## src/rtl/key_count_blinker.sv

```systemverilog
// key_count_blinker
// Shows a captured press count on an LED as that many discrete blinks,
// followed by a quiet gap, then pulses done for one cycle.
//
// Ports:
//   clk      system clock
//   rst_n    synchronous reset, active HIGH despite the name
//   start    single-cycle request to display count (honoured only when idle)
//   count    number of blinks, captured on an accepted start
//   busy     high while a sequence (blinks + gap) is in progress
//   led_out  LED drive, high only during the ON phase of a blink
//   done     one-cycle pulse in the first idle cycle after the gap
module key_count_blinker #(
    parameter int unsigned ON_TICKS  = 12_500_000,
    parameter int unsigned OFF_TICKS = 12_500_000,
    parameter int unsigned GAP_TICKS = 50_000_000,
    parameter int unsigned CNT_W     = 3,
    parameter int unsigned TMR_W     = 26
) (
    input  logic             clk,
    input  logic             rst_n,
    input  logic             start,
    input  logic [CNT_W-1:0] count,
    output logic             busy,
    output logic             led_out,
    output logic             done
);

    // Terminal timer values for each timed phase
    localparam logic [TMR_W-1:0] ON_LAST  = TMR_W'(ON_TICKS - 1);
    localparam logic [TMR_W-1:0] OFF_LAST = TMR_W'(OFF_TICKS - 1);
    localparam logic [TMR_W-1:0] GAP_LAST = TMR_W'(GAP_TICKS - 1);

    typedef enum logic [1:0] {
        S_IDLE = 2'd0,
        S_ON   = 2'd1,
        S_OFF  = 2'd2,
        S_GAP  = 2'd3
    } state_t;

    state_t           r_state;
    state_t           w_state_nxt;
    logic [TMR_W-1:0] r_timer;
    logic [TMR_W-1:0] w_timer_nxt;
    logic [CNT_W-1:0] r_remaining;
    logic [CNT_W-1:0] w_remaining_nxt;
    logic             w_done_nxt;
    logic             r_busy;
    logic             r_led;
    logic             r_done;

    // Next-state, timer and blink-count logic
    always_comb begin
        w_state_nxt     = r_state;
        w_timer_nxt     = r_timer + TMR_W'(1);
        w_remaining_nxt = r_remaining;
        w_done_nxt      = 1'b0;
        case (r_state)
            S_IDLE: begin
                w_timer_nxt = '0;
                if (start) begin
                    w_remaining_nxt = count;
                    w_state_nxt     = (count != '0) ? S_ON : S_GAP;
                end
            end
            S_ON: begin
                if (r_timer == ON_LAST) begin
                    w_timer_nxt = '0;
                    w_state_nxt = S_OFF;
                end
            end
            S_OFF: begin
                if (r_timer == OFF_LAST) begin
                    w_timer_nxt     = '0;
                    // Only reached with remaining >= 1, so this never wraps
                    w_remaining_nxt = r_remaining - CNT_W'(1);
                    w_state_nxt     = (r_remaining == CNT_W'(1)) ? S_GAP : S_ON;
                end
            end
            S_GAP: begin
                if (r_timer == GAP_LAST) begin
                    w_timer_nxt = '0;
                    w_state_nxt = S_IDLE;
                    w_done_nxt  = 1'b1;
                end
            end
            default: begin
                w_timer_nxt = '0;
                w_state_nxt = S_IDLE;
            end
        endcase
    end

    // State register plus registered Moore outputs decoded from next state
    always_ff @(posedge clk) begin
        if (rst_n) begin
            r_state     <= S_IDLE;
            r_timer     <= '0;
            r_remaining <= '0;
            r_busy      <= 1'b0;
            r_led       <= 1'b0;
            r_done      <= 1'b0;
        end else begin
            r_state     <= w_state_nxt;
            r_timer     <= w_timer_nxt;
            r_remaining <= w_remaining_nxt;
            r_busy      <= (w_state_nxt != S_IDLE);
            r_led       <= (w_state_nxt == S_ON);
            r_done      <= w_done_nxt;
        end
    end

    assign busy    = r_busy;
    assign led_out = r_led;
    assign done    = r_done;

endmodule

```

## config.mk

```make
export PLATFORM = sky130hd
export DESIGN_NAME = key_count_blinker
export DESIGN_NICKNAME = d
export VERILOG_FILES = /design/src/rtl/key_count_blinker.sv
export SDC_FILE = /design/constraint.sdc
export NUM_CORES = 1
export LEC_CHECK = 0
export CAP_MARGIN = 25
export CORE_MARGIN = 8
export CORE_UTILIZATION = 56
export CTS_BUF_LIST = sky130_fd_sc_hd__clkbuf_8
export DETAILED_ROUTE_END_ITERATION = 10
export PLACE_DENSITY = 0.86
export SLEW_MARGIN = 0
export SYNTH_ARGS = -nofsm -noshare
export SYNTH_HDL_FRONTEND = slang
export SYNTH_SLANG_ARGS = --single-unit
```

## constraint.sdc

```tcl
create_clock -name clk -period 1.8 [get_ports clk]
set_input_delay 0.45 -clock clk [delete_from_list [all_inputs] [get_ports clk]]
set_output_delay 0.45 -clock clk [all_outputs]
set_load 0.02 [all_outputs]
```

==> flow_summary.yaml <==
synth:
  syn-num-nets: 230
  syn_area_per_cell_um2: 9.18
  synth_ff_type: "dfxtp_1"
  synthArstFlopShare: 0
  yosysSeqAreaShare: 0.343
  synth.distinct_cells: 59
  synth_area_um2: 1980
  ys_warn_count: 0
  syn_inst: 216
  yosysTopAreaCell: "dfxtp_1"
  yosys-top-cells-area: "dfxtp_1 (34%), xor2_1 (6.6%), nor2_2 (6.3%), ha_1 (5.0%), xnor2_1 (3.1%)"
  synth-edff-count: 0
  ys_ff_latch: 34
  synth_top_area_share: 0.343
timing:
  max_clock_freq_mhz: 536
  worst_slew_margin_rel: 0.669
  final-max-slew-violation-count: 0
  fin_crit_sh: 1.04
  layout_setup_ws_ns: -0.0664
  tightest_slew_ns: 0.493
  final-setup-viol-count: 18
  min_period_ns: 1.87
  fin_skew_ns: 0.00636
  fin_hold_ws_ns: 0.531
  grt_setup_unrepaired: "yes"
  hold_viol: 0
final_layout:
  synthToLayoutAreaGrowth_pct: 38.0
  n_antenna_cell: 0
  nets: 287
  mostFrequentLayoutCells: "buf_4 (42), nor2_2 (20), dfxtp_1 (17), dfxtp_2 (16)"
  drive_gt1_frac: 0.456
  finish.utilization: 0.814
  layout_commonest_cell: "buf_4"
  postLayoutCellArea_um2: 2740
setup_path:
  end_kind: "flip-flop"
  worstPathArrival_ns: 2.05
  cp_max_fo: 6
  r2r-start: "r_timer[6]"
  critical_path_class: "reg2reg"
  startpoint: "r_timer[6]"
  required_ns: 1.99
  startpoint_type: "flip-flop"
clocking:
  cts_buffer_depth: 2
  numCtsBuffers: 5
  htreeDepth: 2
  cts_tree: "done"
  clkTransAtPathRegs_ns: 0.07
  root_buffer: "clkbuf_8"
  clock_latency_ns: 0.29
  cts_num_sinks: 34
pwr:
  combPwrFrac: 0.399
  total_power_mw: 2.43
  sw_frac_of_total: 0.346
  ir_worst_vdd_mv: 0.514
  p_leak_nw: 1.12
  p_clk_frac: 0.238
  p_seq_frac: 0.363
  p_int_mw: 1.59
  power.net_switching_mw: 0.841
  cellPowerDensity_nw_per_um2: 888
outcome:
  status: "finished, violations left"
  violations: "negative setup slack"
placed_design:
  post-place-ws_ns: -0.419
  place_hpwl_um: 3370
  port_buffers: 8
  gp_congestion: 0.846
  placed_area_um2: 2390
route:
  viasPerCell: 5.86
  route.detailed.drc: 0
  wl_per_cell_um: 17.9
  drtIter0Drc: 146
  vias: 1875
  firstDrtPassIters: 4
  drt-total-wl_um: 5720
  final_antenna_net_count: 0
die:
  dieHeight_um: 75.5
  pin_count: 9
  dieArea_um2: 5700
  core_um2: 3360
  core.rowCount: 21
  die-width_um: 75.5
  initial_core_util: 0.590
job:
  maxCapViolCount: 0
global_route:
  track_usage: 0.195
  grt_pass1_wl_um: 8470
  grt_max_degree: 11
  grt_pass1_vias: 1910
  gr-total-overflow: 0
  antenna_found_initial: 0
worst_hold_path:
  min_path_type: "reg2reg"
  min-delay-start: "r_timer[21]"
synthesized netlist by cell type (all sizes together), types with 3 or more instances:
cell type / number
a31oi: 4
and3: 5
and4: 4
buf: 3
clkbuf: 3
dfxtp: 34
ha: 8
inv: 10
nand2: 12
nand3: 14
nand4: 9
nor2: 35
nor3: 4
nor4: 3
nor4b: 3
o211ai: 3
o21ai: 6
or3: 3
xnor2: 7
xor2: 15
worst paths after layout:
kind | endpoint | slack [ns] | cells past startpoint
max | r_timer[20] | -0.07 | 8
min | r_timer[21] | 0.53 | 2
max reg2reg | r_timer[20] | -0.07 | 8
min reg2reg | r_timer[21] | 0.53 | 2
layout make-up:
class / instances / area [um2]
clock inverters: 2 / 8.76
inverters: 10 / 37.5
fillers: 207 / 627
repair buffers: 56 / 488
flip-flops and latches: 34 / 704
well taps: 46 / 57.6
clock buffers: 6 / 82.6
multi-input cells: 166 / 1360
state kept, by name (all words and copies together), names as in the netlist:
name	cells
led_out	1
r_timer	26
r_state	2
r_remaining	3
done	1
busy	1
power groups by stage:
| stage | sequential [mW] | combinational (mW) | clock (mW) |
|---|---|---|---|
| finish | 0.882 | 0.971 | 0.578 |
| global route | 0.887 | 1.06 | 0.615 |
| CTS | 0.872 | 0.893 | 0.583 |
| detailed placement | 0.886 | 0.803 | 0 |
| global placement | 0.882 | 0.762 | 0 |
| floorplan | 0.903 | 0.513 | 0 |
layer usage:
layer | track usage | vias to the layer above | routed length (um)
met1 | 0.196 | 905 | 2190
met3 | 0.0447 | 24 | 260
li1 | - | 885 | -
met2 | 0.361 | 61 | 3080
met5 | 0 | - | 0
met4 | 0.104 | 0 | 193
worst max-delay path: stages (launching register included):
cell     delay (ns)
dfxtp_2        0.38
buf_6          0.12
nand4_4        0.15
buf_6          0.17
nor4_4         0.42
buf_4          0.19
nand3_1        0.08
xor2_1         0.22
nor2_2         0.04
per-stage QoR:
| step | TNS (ns) | cells |
|---|---|---|
| 6_report | -0.572 | 320 |
| 3_5_place_dp | -3.49 | 304 |
| 2_1_floorplan | 0 | 216 |
| 5_1_grt | -1.55 | 320 |
| 4_1_cts | -0.0149 | 315 |
| 3_3_place_gp | -2.49 | 304 |
timing repair:
action	in CTS	in global routing
buffers inserted	2	6
hold buffers	0	0
cloned	1	0
pin swaps	8	12
setup endpoints to repair	31	31
gates resized for setup	29	25
cell families after synthesis:
kind of cell               synth area share
muxes                               0.00505
and+or+nand+nor                       0.349
DFF                                   0.343
adders and majority gates            0.0505
buffers and inverters                0.0423
AOI/OAI and AO/OA                     0.113
xor gates and xnor gates             0.0972
No activity file was read; power rests on OpenSTA's default activity.
==> edit 1 (config.mk and constraints unchanged) <==
The output `done` loses its register stage (`r_done` becomes a continuous assignment).
--- a/src/rtl/key_count_blinker.sv
+++ b/src/rtl/key_count_blinker.sv
@@ -101,3 +101,2 @@
             r_led       <= 1'b0;
-            r_done      <= 1'b0;
         end else begin
@@ -108,5 +107,6 @@
             r_led       <= (w_state_nxt == S_ON);
-            r_done      <= w_done_nxt;
         end
     end
+
+    assign r_done = w_done_nxt;
 
Behaviour: same outputs for any inputs over 10 cycles, from zero or initial values and one cycle with rst_n high; that may be too few to reach the edited logic, so the function may still have changed.
==> edit 1 against the unedited design <==
- the run still ends with setup timing left
- setup slack worse by 0.67 ns
- clock skew grew 0.0066 ns
- core utilization grew 7.4 points
- wire length increased by 30%
- non-clock buffer count up 29
- maximum frequency fell by 26%
- sequential power is 1% lower
- area after synthesis fell by 15%
- cell area decreased by 4.3%
- count of clock-buffer cells in the layout decreased by 1
- sequential cell count down 1
- total power increased by 1.7%
- highest routed layer unchanged
==> edit 1: results (changes against the unedited design) <==
| Metric | Value |
|---|---|
| Vias in the first global route | 2041 (was 1910) |
| GR Util met3 | 0.0819 (was 0.0447) |
| Critical Path Source | r_timer[13] (was r_timer[6]) |
| RR Endpoint | r_timer[25] (was r_timer[20]) |
| Fraction of layout cells with a size suffix above 1 | 0.415 (was 0.456) |
| Worst-path fanout max | 2 (was 6) |
| Arr. time, crit path | 2.08 ns (was 2.05 ns) |
| Wire length on met2 | 3430 um (was 3080 um) |
| Worst Hold End | r_timer[0] (was r_timer[21]) |
| GRT Total Usage | 0.258 (was 0.195) |
| Hold Path Origin | r_timer[0] (was r_timer[21]) |
| Cell depth of the worst flop-to-flop path | 9 (was 8) |
| Seq/Total Area, Yosys | 0.391 (was 0.343) |
| Reg2reg setup slack | -0.72 ns (was -0.07 ns) |
| Final setup viols | 34 (was 18) |
| Status | finished, violations left (unchanged) |
| Post-DR wirelength/cell | 23.4 um (was 17.9 um) |
| Global-route wire length before repair | 10100 um (was 8470 um) |
| Clk_skew | 0.0130 ns (was 0.00636 ns) |
| Slew margin rel. | 0.600 (was 0.669) |
| Yosys cell types | 38 (was 59) |
| Largest net degree at the start of global routing | 18 (was 11) |
| Mapped Nets | 211 (was 230) |
| Nets@finish | 297 (was 287) |
| Met3 wire length | 787 um (was 260 um) |
| Metal1 wirelength | 2560 um (was 2190 um) |
| Post-synth top cells | nor2_1 (34), dfxtp_1 (33), nand3_1 (14), xor2_1 (14) (was dfxtp_1 (34), nor2_2 (20), nor2_1 (15), xor2_1 (15)) |
| Failing checks | setup timing (unchanged) |
| Setup ws final | -0.735 ns (was -0.0664 ns) |
| HPWL Detailed | 3350 um (was 3370 um) |
[edit 1: repair_timing]
action                                  CTS  global route
gates resized for setup                  25            22
pin swaps                                 9            15
endpoints found under the setup margin   34            34
setup buffers                            12             7
cloned                                    0             0
[edit 1: through the flow]
| stage | instance area, sq um | total power [mW] | cells | hold slack [ns] | setup WS [ns] |
|---|---|---|---|---|---|
| 5_1_grt | 2620 | 2.54 | 317 | 0.567 | -0.784 |
| 3_3_place_gp | 2220 | 1.58 | 291 | 0.514 | -0.795 |
| 4_1_cts | 2480 | 2.24 | 311 | 0.541 | -0.620 |
| 6_report | 2620 | 2.47 | 317 | 0.560 | -0.735 |
| 3_5_place_dp | 2220 | 1.63 | 291 | 0.526 | -0.843 |
| 2_1_floorplan | 1710 | 1.32 | 197 | 0.438 | -0.354 |
[edit 1: report_power, final]
| part | switching (mW) | total (mW) | leakage [nW] | internal [mW] |
|---|---|---|---|---|
| logic | 0.545 | 1.01 | 0.762 | 0.462 |
| clock network | 0.328 | 0.595 | 0.0439 | 0.267 |
| registers | 0.0685 | 0.871 | 0.273 | 0.803 |
| total | 0.941 | 2.47 | 1.08 | 1.53 |
[edit 1: layout make-up]
type / count / area, sq um
Fill cell: 120 / 333
Clock inverter: 3 / 17.5
Clock buffer: 5 / 68.8
Sequential cell: 33 / 673
Multi-Input combinational cell: 148 / 1080
Inverter: 10 / 37.5
Tap cell: 33 / 41.3
Timing Repair Buffer: 85 / 698
[edit 1: cell families after synthesis]
logic type	synth area share
compound gates	0.0821
xor+xnor	0.124
fa+ha+maj	0.0592
buf+inv	0.0533
flops	0.391
mux	0.00592
simple gates	0.285
[edit 1: worst max-delay path, cell delays in order (launching register included)]
cell	delay, ns
dfxtp_2	0.36
nand4_1	0.18
or4_1	0.46
or4_4	0.57
nor2_4	0.10
buf_6	0.12
==> edit 2 (same settings) <==
Made on the original files. The parameter `TMR_W` goes from 26 to 52.
--- a/src/rtl/key_count_blinker.sv
+++ b/src/rtl/key_count_blinker.sv
@@ -17,3 +17,3 @@
     parameter int unsigned CNT_W     = 3,
-    parameter int unsigned TMR_W     = 26
+    parameter int unsigned TMR_W     = 52
 ) (
Formal check against the unedited RTL: no difference found for any inputs over 10 cycles, from zero or initial values and one cycle with rst_n high; that may be too few to reach the edited logic, so the function may still have changed.
==> edit 2 against the unedited design <==
- the flow still finishes with violations (setup timing)
- critical path type unchanged
- area after synthesis up 52%
- synthesized cell count up 60%
- hold slack worse by 0.056 ns
- sequential share of layout area up 2.5 points
- count of clock-buffer cells in the layout up 5
- cell area up 58%
- setup slack worse by 0.33 ns
- wire length up 96%
- first-iteration DRC count up 74%
- total power up 49%
- largest cell class unchanged
- sequential cell count up 26
==> edit 2: results (changes against the unedited design) <==
| Metric | Value |
|---|---|
| Status | finished, violations left (unchanged) |
| Failing checks | setup timing (unchanged) |
| Adder-Cell Fraction of Synth Area | 0.0333 (was 0.0505) |
| Setup ws final | -0.392 ns (was -0.0664 ns) |
| Fraction of layout cells with a size suffix above 1 | 0.376 (was 0.456) |
| Yosys cell types | 43 (was 59) |
| Syn Inst Count | 345 (was 216) |
| Arr. time, crit path | 2.44 ns (was 2.05 ns) |
| GRT Total Usage | 0.251 (was 0.195) |
| Drt first pass iters | 7 (was 4) |
| Routability cong. | 0.824 (was 0.846) |
| Repair and plain buffers | 107 (was 56) |
| # fillers | 267 (was 207) |
| Cell depth of the worst flop-to-flop path | 10 (was 8) |
| Synth area leaders | dfxtp_1 (40%), nor2_1 (9.7%), xnor2_1 (9.6%), xor2_1 (4.9%), nand4_1 (4.0%) (was dfxtp_1 (34%), xor2_1 (6.6%), nor2_2 (6.3%), ha_1 (5.0%), xnor2_1 (3.1%)) |
| Post-synthesis xor/xnor area fraction | 0.146 (was 0.0972) |
| GR Util met3 | 0.0800 (was 0.0447) |
| Nets@finish | 470 (was 287) |
| H-Tree Depth | 3 (was 2) |
| Final setup viols | 60 (was 18) |
| Number of clock buffers in the layout | 11 (was 6) |
| Clk cell area share | 0.0390 (was 0.0334) |
| M2 GR Usage | 0.448 (was 0.361) |
| WL final | 11200 um (was 5720 um) |
| Pleak | 1.63 nW (was 1.12 nW) |
| Wire length on met2 | 5340 um (was 3080 um) |
| Post-Place Cells | 501 (was 304) |
edit 2: cell types whose count changed after synthesis, sizes merged, moves of 4 or more:
cell   delta
a21oi     +4
a31oi     -4
dfxtp    +26
inv       +9
nand2     +9
nand3     +5
nand4    +11
nor2     +43
nor3      +4
nor4     +10
xnor2    +26
edit 2: worst min-delay path, cell delays in order (launching register included):
cell and delay [ns]:
dfxtp_1 0.31, nand2_1 0.05, a21oi_1 0.06
edit 2: final timing paths:
path / endpoint / slack (ns) / start
max: r_remaining[0] / -0.39 / r_timer[29]
max reg2reg: r_remaining[0] / -0.39 / r_timer[29]
min reg2reg: r_remaining[1] / 0.47 / r_remaining[1]
min: r_remaining[1] / 0.47 / r_remaining[1]
edit 2: stage by stage:
step,util,hold WS [ns],cell area (sq um),total power [mW]
detailed placement,0.738,0.441,3790,2.18
CTS,0.801,0.454,4120,3.40
global placement,0.738,0.440,3790,2.14
global route,0.842,0.510,4330,3.74
floorplan,-,0.431,3040,1.97
finish,0.842,0.474,4330,3.61
